## config.mk

```make
export PLATFORM = sky130hd
export DESIGN_NAME = pc_fetch_reg_flat
export DESIGN_NICKNAME = d
export VERILOG_FILES = /design/src/rtl/pc_fetch_reg_pkg.sv /design/src/rtl/pc_fetch_reg_if.sv /design/src/rtl/pc_fetch_reg_range_check.sv /design/src/rtl/pc_fetch_reg.sv /design/src/flat_wrapper.sv
export SDC_FILE = /design/constraint.sdc
export NUM_CORES = 1
export LEC_CHECK = 0
export ABC_AREA = 1
export CORE_MARGIN = 3
export CORE_UTILIZATION = 45
export DETAILED_ROUTE_END_ITERATION = 7
export GPL_TIMING_DRIVEN = 1
export PLACE_DENSITY_LB_ADDON = 0.08
export SLEW_MARGIN = 30
export SYNTH_ARGS = -nofsm -noshare
export SYNTH_HDL_FRONTEND = slang
export SYNTH_HIERARCHICAL = 1
export SYNTH_SLANG_ARGS = --single-unit
```

## constraint.sdc

```tcl
create_clock -name clk -period 3.2 [get_ports clk]
set_input_delay 0.64 -clock clk [delete_from_list [all_inputs] [get_ports clk]]
set_output_delay 0.64 -clock clk [all_outputs]
set_load 0.05 [all_outputs]
```

## src/rtl/pc_fetch_reg_pkg.sv

```systemverilog
// ---------------------------------------------------------------------------
// pc_fetch_reg_pkg
//   Shared memory-map constants, fetch state encoding and an address-range
//   helper for the IF-stage program-counter register and the address checkers.
// ---------------------------------------------------------------------------
package pc_fetch_reg_pkg;

  // Memory map: user text and kernel text segments.
  localparam logic [31:0] TEXT_STARTADDR  = 32'h0000_3000;
  localparam logic [31:0] KTEXT_STARTADDR = 32'h0000_4180;

  localparam logic [31:0] TEXT_LO_ADDR  = 32'h0000_3000;
  localparam logic [31:0] TEXT_HI_ADDR  = 32'h0000_6FFC;
  localparam logic [31:0] KTEXT_LO_ADDR = 32'h0000_4180;
  localparam logic [31:0] KTEXT_HI_ADDR = 32'h0000_4FFC;

  // The word just below the kernel text acts as the end-of-program sentinel.
  localparam logic [31:0] HALT_ADDR = KTEXT_STARTADDR - 32'd4;

  // Fetch state encoding.
  typedef enum logic [1:0] {
    PCS_RUN   = 2'd0,
    PCS_STALL = 2'd1,
    PCS_HALT  = 2'd2
  } pc_state_e;

  // Inclusive unsigned range test.
  function automatic logic addr_in_range(input logic [31:0] addr,
                                         input logic [31:0] lo,
                                         input logic [31:0] hi);
    return (addr >= lo) && (addr <= hi);
  endfunction

endpackage

```

## src/rtl/pc_fetch_reg_if.sv

```systemverilog
// ---------------------------------------------------------------------------
// pc_fetch_reg_if
//   Bundles the hazard / next-PC inputs and the fetch-address outputs of the
//   PC register.
//   master : hazard unit, next-PC selector and CP0 side (drives control, NPC)
//   slave  : pc_fetch_reg (drives PC, BD, excAdEL, halted, fetchCount)
// ---------------------------------------------------------------------------
interface pc_fetch_reg_if;
  logic        stall;
  logic        redirect;
  logic [31:0] NPC;
  logic        curIsJump;
  logic [31:0] PC;
  logic        BD;
  logic        excAdEL;
  logic        halted;
  logic [31:0] fetchCount;

  modport master (
    output stall, redirect, NPC, curIsJump,
    input  PC, BD, excAdEL, halted, fetchCount
  );

  modport slave (
    input  stall, redirect, NPC, curIsJump,
    output PC, BD, excAdEL, halted, fetchCount
  );
endinterface

```

## src/rtl/pc_fetch_reg_range_check.sv

```systemverilog
// ---------------------------------------------------------------------------
// pc_fetch_reg_range_check
//   Combinational fetch/load address checker: flags a word address that is
//   misaligned or lies outside both the user and kernel text windows.
//   Ports:
//     addr  in  32  address to check
//     fault out 1   1 = misaligned or out of both windows
// ---------------------------------------------------------------------------
module pc_fetch_reg_range_check
  import pc_fetch_reg_pkg::*;
#(
  parameter logic [31:0] TEXT_LO  = TEXT_LO_ADDR,
  parameter logic [31:0] TEXT_HI  = TEXT_HI_ADDR,
  parameter logic [31:0] KTEXT_LO = KTEXT_LO_ADDR,
  parameter logic [31:0] KTEXT_HI = KTEXT_HI_ADDR
) (
  input  logic [31:0] addr,
  output logic        fault
);

  logic misaligned_s;
  logic in_window_s;

  // Alignment and window decode.
  always_comb begin
    misaligned_s = (addr[1:0] != 2'b00);
    in_window_s  = addr_in_range(addr, TEXT_LO, TEXT_HI) ||
                   addr_in_range(addr, KTEXT_LO, KTEXT_HI);
    fault        = misaligned_s || !in_window_s;
  end

endmodule

```

## src/rtl/pc_fetch_reg.sv

```systemverilog
// ---------------------------------------------------------------------------
// pc_fetch_reg
//   IF-stage program counter. Each cycle it loads NPC, holds on a stall, or
//   takes a CP0 redirect that overrides the stall. Tracks the delay-slot flag
//   of the fetched instruction, flags fetch address errors, counts PC
//   advances, and parks in HALT once the end sentinel is loaded.
//   Ports:
//     clk         in   1   clock, rising edge
//     reset       in   1   synchronous active-high reset, highest priority
//     bus         slave modport of pc_fetch_reg_if:
//       stall, redirect, NPC, curIsJump  in
//       PC, BD, excAdEL, halted, fetchCount out
// ---------------------------------------------------------------------------
module pc_fetch_reg
  import pc_fetch_reg_pkg::*;
#(
  parameter logic [31:0] RESET_PC = TEXT_STARTADDR,
  parameter logic [31:0] HALT_PC  = HALT_ADDR,
  parameter logic [31:0] TEXT_LO  = TEXT_LO_ADDR,
  parameter logic [31:0] TEXT_HI  = TEXT_HI_ADDR,
  parameter logic [31:0] KTEXT_LO = KTEXT_LO_ADDR,
  parameter logic [31:0] KTEXT_HI = KTEXT_HI_ADDR
) (
  input  logic          clk,
  input  logic          reset,
  pc_fetch_reg_if.slave bus
);

  pc_state_e   state_r;
  pc_state_e   state_s;
  logic [31:0] pc_r;
  logic [31:0] pc_s;
  logic        bd_r;
  logic        bd_s;
  logic [31:0] cnt_r;
  logic [31:0] cnt_s;
  logic        advance_s;
  logic        fault_s;

  // Next-state, next-PC, delay-slot and counter decode.
  always_comb begin
    state_s   = state_r;
    pc_s      = pc_r;
    bd_s      = bd_r;
    cnt_s     = cnt_r;
    advance_s = 1'b0;

    case (state_r)
      PCS_RUN, PCS_STALL: begin
        if (bus.redirect) begin
          // Handler entry and ERET targets never sit in a delay slot.
          advance_s = 1'b1;
          bd_s      = 1'b0;
          state_s   = PCS_RUN;
        end else if (bus.stall) begin
          state_s   = PCS_STALL;
        end else begin
          advance_s = 1'b1;
          bd_s      = bus.curIsJump;
          state_s   = PCS_RUN;
        end
      end
      PCS_HALT: begin
        state_s = PCS_HALT;
      end
      default: begin
        // Unreachable encoding: hold the datapath and resume normal fetch.
        state_s = PCS_RUN;
      end
    endcase

    if (advance_s) begin
      pc_s  = bus.NPC;
      cnt_s = cnt_r + 32'd1;
      // Loading the sentinel halts on the same edge, overriding RUN/STALL.
      if (bus.NPC == HALT_PC) begin
        state_s = PCS_HALT;
      end else begin
        state_s = state_s;
      end
    end else begin
      pc_s = pc_s;
    end
  end

  // State, PC, delay-slot flag and advance counter registers.
  always_ff @(posedge clk) begin
    if (reset) begin
      state_r <= PCS_RUN;
      pc_r    <= RESET_PC;
      bd_r    <= 1'b0;
      cnt_r   <= 32'd0;
    end else begin
      state_r <= state_s;
      pc_r    <= pc_s;
      bd_r    <= bd_s;
      cnt_r   <= cnt_s;
    end
  end

  pc_fetch_reg_range_check #(
    .TEXT_LO  (TEXT_LO),
    .TEXT_HI  (TEXT_HI),
    .KTEXT_LO (KTEXT_LO),
    .KTEXT_HI (KTEXT_HI)
  ) u_range_check (
    .addr  (pc_r),
    .fault (fault_s)
  );

  // Output mapping; the address error is suppressed once fetch is parked.
  always_comb begin
    bus.PC         = pc_r;
    bus.BD         = bd_r;
    bus.fetchCount = cnt_r;
    bus.halted     = (state_r == PCS_HALT);
    if (state_r == PCS_HALT) begin
      bus.excAdEL = 1'b0;
    end else begin
      bus.excAdEL = fault_s;
    end
  end

endmodule

```

## src/flat_wrapper.sv

```systemverilog
// flat-port wrapper written by rule: the top's interface ports become plain ports
module pc_fetch_reg_flat import pc_fetch_reg_pkg::*;
#(
  parameter logic [31:0] RESET_PC = TEXT_STARTADDR,
  parameter logic [31:0] HALT_PC  = HALT_ADDR,
  parameter logic [31:0] TEXT_LO  = TEXT_LO_ADDR,
  parameter logic [31:0] TEXT_HI  = TEXT_HI_ADDR,
  parameter logic [31:0] KTEXT_LO = KTEXT_LO_ADDR,
  parameter logic [31:0] KTEXT_HI = KTEXT_HI_ADDR
)
  (clk, reset, bus_stall, bus_redirect, bus_NPC, bus_curIsJump, bus_PC, bus_BD, bus_excAdEL, bus_halted, bus_fetchCount);
  pc_fetch_reg_if bus_i ();
  input  logic clk;
  input  logic reset;
  input wire logic [$bits(bus_i.stall)-1:0] bus_stall;
  input wire logic [$bits(bus_i.redirect)-1:0] bus_redirect;
  input wire logic [$bits(bus_i.NPC)-1:0] bus_NPC;
  input wire logic [$bits(bus_i.curIsJump)-1:0] bus_curIsJump;
  output wire logic [$bits(bus_i.PC)-1:0] bus_PC;
  output wire logic [$bits(bus_i.BD)-1:0] bus_BD;
  output wire logic [$bits(bus_i.excAdEL)-1:0] bus_excAdEL;
  output wire logic [$bits(bus_i.halted)-1:0] bus_halted;
  output wire logic [$bits(bus_i.fetchCount)-1:0] bus_fetchCount;
  assign bus_i.stall = bus_stall;
  assign bus_i.redirect = bus_redirect;
  assign bus_i.NPC = bus_NPC;
  assign bus_i.curIsJump = bus_curIsJump;
  assign bus_PC = bus_i.PC;
  assign bus_BD = bus_i.BD;
  assign bus_excAdEL = bus_i.excAdEL;
  assign bus_halted = bus_i.halted;
  assign bus_fetchCount = bus_i.fetchCount;
  pc_fetch_reg #(.RESET_PC(RESET_PC), .HALT_PC(HALT_PC), .TEXT_LO(TEXT_LO), .TEXT_HI(TEXT_HI), .KTEXT_LO(KTEXT_LO), .KTEXT_HI(KTEXT_HI)) u_core (.clk(clk), .reset(reset), .bus(bus_i));
endmodule
```

Word level (Yosys, flattened, before mapping)

Index checks and enable logic that the tools add are counted.

Muxes and demuxes: 11
Add/sub/neg operators: 1
Equal/unequal tests: 4
Magnitude comparators: 4
Reduce and logical (&&, ||, !) cells: 9

Operators with widths:

| kind                                                                                   | count |
|---|---|
| 32-bit by 15-bit <= comparator with 1-bit output (second input constant)               | 2 |
| 32-bit by 1-bit adder with 32-bit output (second input constant)                       | 1 |
| 32-bit by 15-bit == test with 1-bit output (second input constant)                     | 1 |
| 32-bit by 14-bit greater-or-equal comparator with 1-bit output (second input constant) | 1 |
| 32-bit by 15-bit greater-or-equal comparator with 1-bit output (second input constant) | 1 |
| 1-bit 2-to-1 mux                                                                       | 7 |
| 2-bit 2-to-1 mux                                                                       | 3 |
| 2-bit one-hot mux with 2 select lines                                                  | 1 |
| 2-bit by 1-bit == test with 1-bit output (second input constant)                       | 1 |
| 2-bit == test (second input constant)                                                  | 1 |
| 1-bit logical AND                                                                      | 2 |
| 2-bit logical NOT                                                                      | 1 |
| 1-bit logical OR                                                                       | 2 |
| 2-bit by 1-bit != test with 1-bit output (second input constant)                       | 1 |
| 2-bit AND reduction                                                                    | 1 |
| 2-bit nonzero test                                                                     | 1 |
| 2-bit OR reduction                                                                     | 1 |
| 1-bit logical NOT                                                                      | 1 |

Output and inout port bits: 67
Register bits: 67
Word-level logic and storage cells: 33
Bits of input ports: 37

Depth between registers and ports, before layout

Depth after elaboration: 6
Depth in mapped cells: 11

By module

The synthesis kept the hierarchy.

Modules (own cells, without submodules):

| module                   | cells an instance | seq. area each (um^2) | times used | area each (um^2) |
|---|---|---|---|---|
| pc_fetch_reg             | 480               | 1341.3                | 1          | 3164.3 |
| pc_fetch_reg_range_check | 67                | 0.0                   | 1          | 275.3 |

Worst setup path before layout

No wires, ideal clock.

Path type: flip-flop to output port
From: register u_core.pc_r[14], in the netlist u_core/bus.PC[14]
To: output port bus_excAdEL
Stages on the path, launching flop included: 11
Slack: 0.677 ns
Arrival: 1.883 ns
Path buffers: 0
Cells stage by stage: dfxtp_1 > nand2_1 > inv_1 > nand2_1 > nor2_1 > nand2_1 > nand3_1 > nand2_1 > nand3_2 > inv_1 > nor2_1

Word-level cells in the longest chain between the ends: 6

RTL lines:

| element                                                                                | RTL line                       | RTL |
|---|---|---|
| from (decl)                                                                            | pc_fetch_reg.sv:31             | `logic [31:0] pc_r;` |
| from (signal assigned)                                                                 | pc_fetch_reg.sv:95             | `pc_r <= pc_s;` |
| 32-bit by 14-bit greater-or-equal comparator with 1-bit output (tied with other cells) | pc_fetch_reg_pkg.sv:31         | `return (addr >= lo) && (addr <= hi);` |
| 1-bit logical AND                                                                      | pc_fetch_reg_pkg.sv:31         |  |
| 1-bit logical OR *                                                                     | pc_fetch_reg_range_check.sv:27 | `in_window_s = addr_in_range(addr, TEXT_LO, TEXT_HI) \|\|` |
| 1-bit logical NOT *                                                                    | pc_fetch_reg_range_check.sv:29 | `fault = misaligned_s \|\| !in_window_s;` |
| 1-bit logical OR *                                                                     | pc_fetch_reg_range_check.sv:29 |  |
| named net u_core.fault_s                                                               | pc_fetch_reg.sv:38             | `logic fault_s;` |
| 1-bit 2-to-1 mux *                                                                     | pc_fetch_reg.sv:117            | `if (state_r == PCS_HALT) begin` |
| to (decl)                                                                              | flat_wrapper.sv:21             | `output wire logic [$bits(bus_i.excAdEL)-1:0] bus_excAdEL;` |

Mark *: on every way through the listed nets, which the timed path passes. The rest lies on a longest branch.

Worst setup path in the final report

From: register u_core.pc_r[25], in the netlist u_core/bus.PC[25]
To: output port bus_excAdEL

The elaborated chain is that of the path after synthesis.

==> Implementation_results.wiki <==
{| class="wikitable"
! Metric !! Value
|-
| Total count of max-transition violations in the final report || 0
|-
| Ranking of synthesized cells by area || dfxtp_1 (39%), nor2_1 (15%), nand2_1 (12%), inv_1 (8.2%), o21ai_0 (5.7%)
|-
| Worst Max-Slew Pin Slew || 0.5462 ns
|-
| Die Span Y || between 90 and 100 um
|-
| # Max-Cap Violations || 0
|-
| Count of endpoints failing hold in the final timing report || 0
|-
| Hold buffer count at CTS || 0
|-
| Critical path cell sequence || inv_1 > nand2_1 > nor2_1 > nand2_1 > nor2_2 > nand3_1 > nand3_2 > inv_1 > nor2_1 > clkdlybuf4s50_1
|-
| HPWL after detailed placement || ~7.3 mm
|-
| Distinct cell type count of the synthesized netlist || 28
|-
| Length of the first detailed-routing pass in iterations || 5
|-
| Share of post-route cells with drive strength above 1 || 0.06383
|-
| Worst path buffer plus inverter count || 3
|-
| Clock Tree Buf Depth || 2
|-
| Headroom to the max-slew limit || 0.6347
|-
| Post-synthesis cell area || 0.003440 mm2
|-
| Final routed DRC violation total || 0
|-
| Leading cell types in the layout, fill and taps excluded || nor2_1 (135), nand2_1 (113), clkdlybuf4s50_1 (103)
|-
| Clock slew seen by the registers of the worst setup and hold paths || approximately 0.070 ns
|-
| Longest individual stage delay on the worst path || about 0.81 ns
|-
| Final global-route overflow total || 0
|-
| Total via count in the routed design || about 3,700
|-
| Number of fill cells || a little under 700
|-
| Top-Level Pins || roughly 100
|-
| CP endpoint kind || primary output
|-
| Register-to-register setup slack || 1.59 ns
|-
| Initial standard-cell utilization of the core || 0.4692
|-
| Post-Syn Area per Cell || 6.288 um2
|-
| Launching point of the worst reg2reg path || u_core/bus.fetchCount[1]
|-
| Number of warnings printed during yosys synthesis || 6
|-
| Later-pin clock latency in the skew report || about 0.33 ns
|-
| Leakage Power || between 0.0015 and 0.002 uW
|-
| Start-to-end type of the worst setup path || flip-flop to primary output
|-
| Maximum number of pins on one net before global-route repair || 41
|-
| RSZ-0062 raised after global routing || no
|-
| Largest fanout on the critical path || 3
|-
| Dpl ws || approximately 0.64 ns
|-
| Count of flip-flops with a built-in enable after synthesis || 0
|-
| Cell family contributing the most delay on the critical path || buffers and inverters
|-
| Proportion of synthesized chip area in sequential cells || 0.3900
|-
| Launching instance or port of the critical path || u_core/bus.PC[25]
|-
| Synthesized netlist net count || slightly below 600
|-
| Async S/R FF share, synth || 0
|-
| Setup slack of the critical path after layout || around 0.27 ns
|-
| F_max || ~340 MHz
|-
| Area used by multi-input combinational logic || between 0.0015 and 0.002 mm2
|-
| Number of clock sinks || 67
|-
| Via count of the first global-routing pass || 3,461
|-
| Wire length of the first global-routing pass || 15.94 mm
|-
| Post-CTS resize count || 0
|-
| Weighted congestion reported at the end of routability-driven placement || around 0.94
|-
| Final worst clock skew || between 0.007 and 0.008 ns
|-
| Crit path depth || 10
|-
| Number of levels the H-tree was split into || 3
|-
| Area taken by flip-flops and latches || between 0.001 and 0.0015 mm2
|-
| Area added between synthesis and finish || 38.23%
|-
| DRT iter0 DRCs || 202
|-
| Clk Tree Root Cell || clkbuf_8
|-
| Antenna violations before repair || 0
|-
| Final Cycle Share || 0.9156
|-
| Required time of the critical path || approximately 2.6 ns
|-
| Routed len/inst || 12.90 um
|-
| Cell type with the highest aggregate area in the netlist || dfxtp_1
|-
| Combined global-route utilization of all metal layers || 0.2288
|-
| Final Net Count || 691
|-
| Leading cell type in the layout, fill and taps excluded || nor2_1
|-
| Synth Flop Type || dfxtp_1
|-
| Vias per std cell || approximately 4.9
|-
| Core footprint || roughly 0.0073 mm2
|-
| CP Data Arrival Time || roughly 2.3 ns
|-
| Die area || roughly 0.0087 mm2
|-
| Ant diodes || 0
|-
| Share of the synthesized area in the top cell type || 0.3900
|-
| Capture point of the worst path || bus_excAdEL
|-
| # rows || 31
|-
| Die W || slightly above 90 um
|-
| Synth Instances || around 550
|-
| Worst reg2reg path endpoint || u_core/bus.fetchCount[18]
|-
| Overall routed net length || roughly 10 mm
|-
| Final critical path time including I/O delays and setup || approximately 2.9 ns
|-
| Worst voltage drop across the vdd grid || 0.2838 mV
|-
| CP max-delay cell || clkdlybuf4s50_1
|-
| Hold/Removal Path Class || flip-flop to flip-flop
|-
| Number of CTS-inserted buffers || 9
|-
| CTS tree || yes
|-
| Pwr per Cell Area || 398.1 mW/mm2
|-
| Total Power Consumption || around 1900 uW
|-
| Register bit total from synthesis || 67
|-
| R2R cell count || 10
|-
| Outcome || complete, no violations
|-
| Number of buffers inserted by post-CTS setup repair || 0
|-
| Accumulated negative setup slack || 0 ns
|-
| Count of nets left with antenna violations after detail routing || 0
|-
| Number of failing setup endpoints in the final timing report || 0
|-
| Nature of the critical path startpoint || flip-flop
|-
| Count of input and output buffers || 103
|}
-- report_power, final --
group | leakage (uW) | total (uW) | internal (uW) | switching, uW
Combinational | 0.00136 | 359 | 132 | 226
Sequential | 0.000550 | 898 | 869 | 29.5
Clock | 0.0000905 | 636 | 323 | 313
Total | 0.00200 | 1890 | 1320 | 568
-- state kept, by name, indices dropped and copies added, names as in the netlist --
| register | flops |
|---|---|
| u_core/bus.PC | 32 |
| u_core/state_r | 2 |
| u_core/bus.fetchCount | 32 |
| u_core/bus.BD | 1 |
-- synth_stat cells (2+ instances only) --
cell type,count
nor3_1,13
nand3_2,2
a21oi_1,16
nor2_4,3
nor2_2,9
nand4_1,11
nand2_1,113
inv_1,75
nor2_1,135
nand2_2,4
clkbuf_1,12
nor3b_2,2
o21ai_0,39
nand3_1,33
dfxtp_1,67
-- worst min-delay path, stage by stage, from the launching register on --
cell	delay (ns)
dfxtp_1	0.31
nand2_1	0.06
a21oi_1	0.05
-- cell families after synthesis --
logic type	after synthesis	share of synthesized area
XOR/XNOR	2	0.005094
flip-flops	67	0.3900
adder cells (fa/ha/maj)	1	0.003637
buffers and inverters	89	0.09749
AND/OR/NAND/NOR	329	0.4122
AO/OA/AOI/OAI	59	0.09167
-- stage by stage --
step                      cell area (um2)    util  instances  hold WS (ns)
final                                4755  0.6486        757        0.4688
after global routing                 4755  0.6486        757        0.4988
after floorplan                      3440       -        547        0.4800
after global placement               4582  0.6250        741        0.4597
after CTS                            4755  0.6486        757        0.4718
after detailed placement             4582  0.6250        741        0.4623
-- cell type report --
class	instances	area share
timing repair buffer	108	0.2247
multi-input combinational	391	0.3708
clock buffer	14	0.03421
sequential	67	0.2821
clock inverter	2	0.002105
inverter	76	0.06000
tap	99	0.02605
-- how the worst min path moves through the flow --
stage | from | cells past startpoint | endpoint
2_1_floorplan | u_core/state_r[1] | 1 | u_core/state_r[0]
3_3_place_gp | u_core/bus.BD | 2 | u_core/bus.BD
3_5_place_dp | u_core/bus.BD | 2 | u_core/bus.BD
4_1_cts | u_core/bus.BD | 2 | u_core/bus.BD
5_1_grt | u_core/bus.BD | 2 | u_core/bus.BD
6_report | u_core/bus.BD | 2 | u_core/bus.BD
-- routing by layer --
layer,track usage,part of all wire,routed length (um),up-vias
met4,0.07448,0.012,118,0
met3,0.04505,0.071,694,11
met1,0.3135,0.47,4597,1667
met5,0,0,0,-
li1,-,-,-,1918
met2,0.3603,0.45,4357,131
No activity file was read; power rests on OpenSTA's default activity.
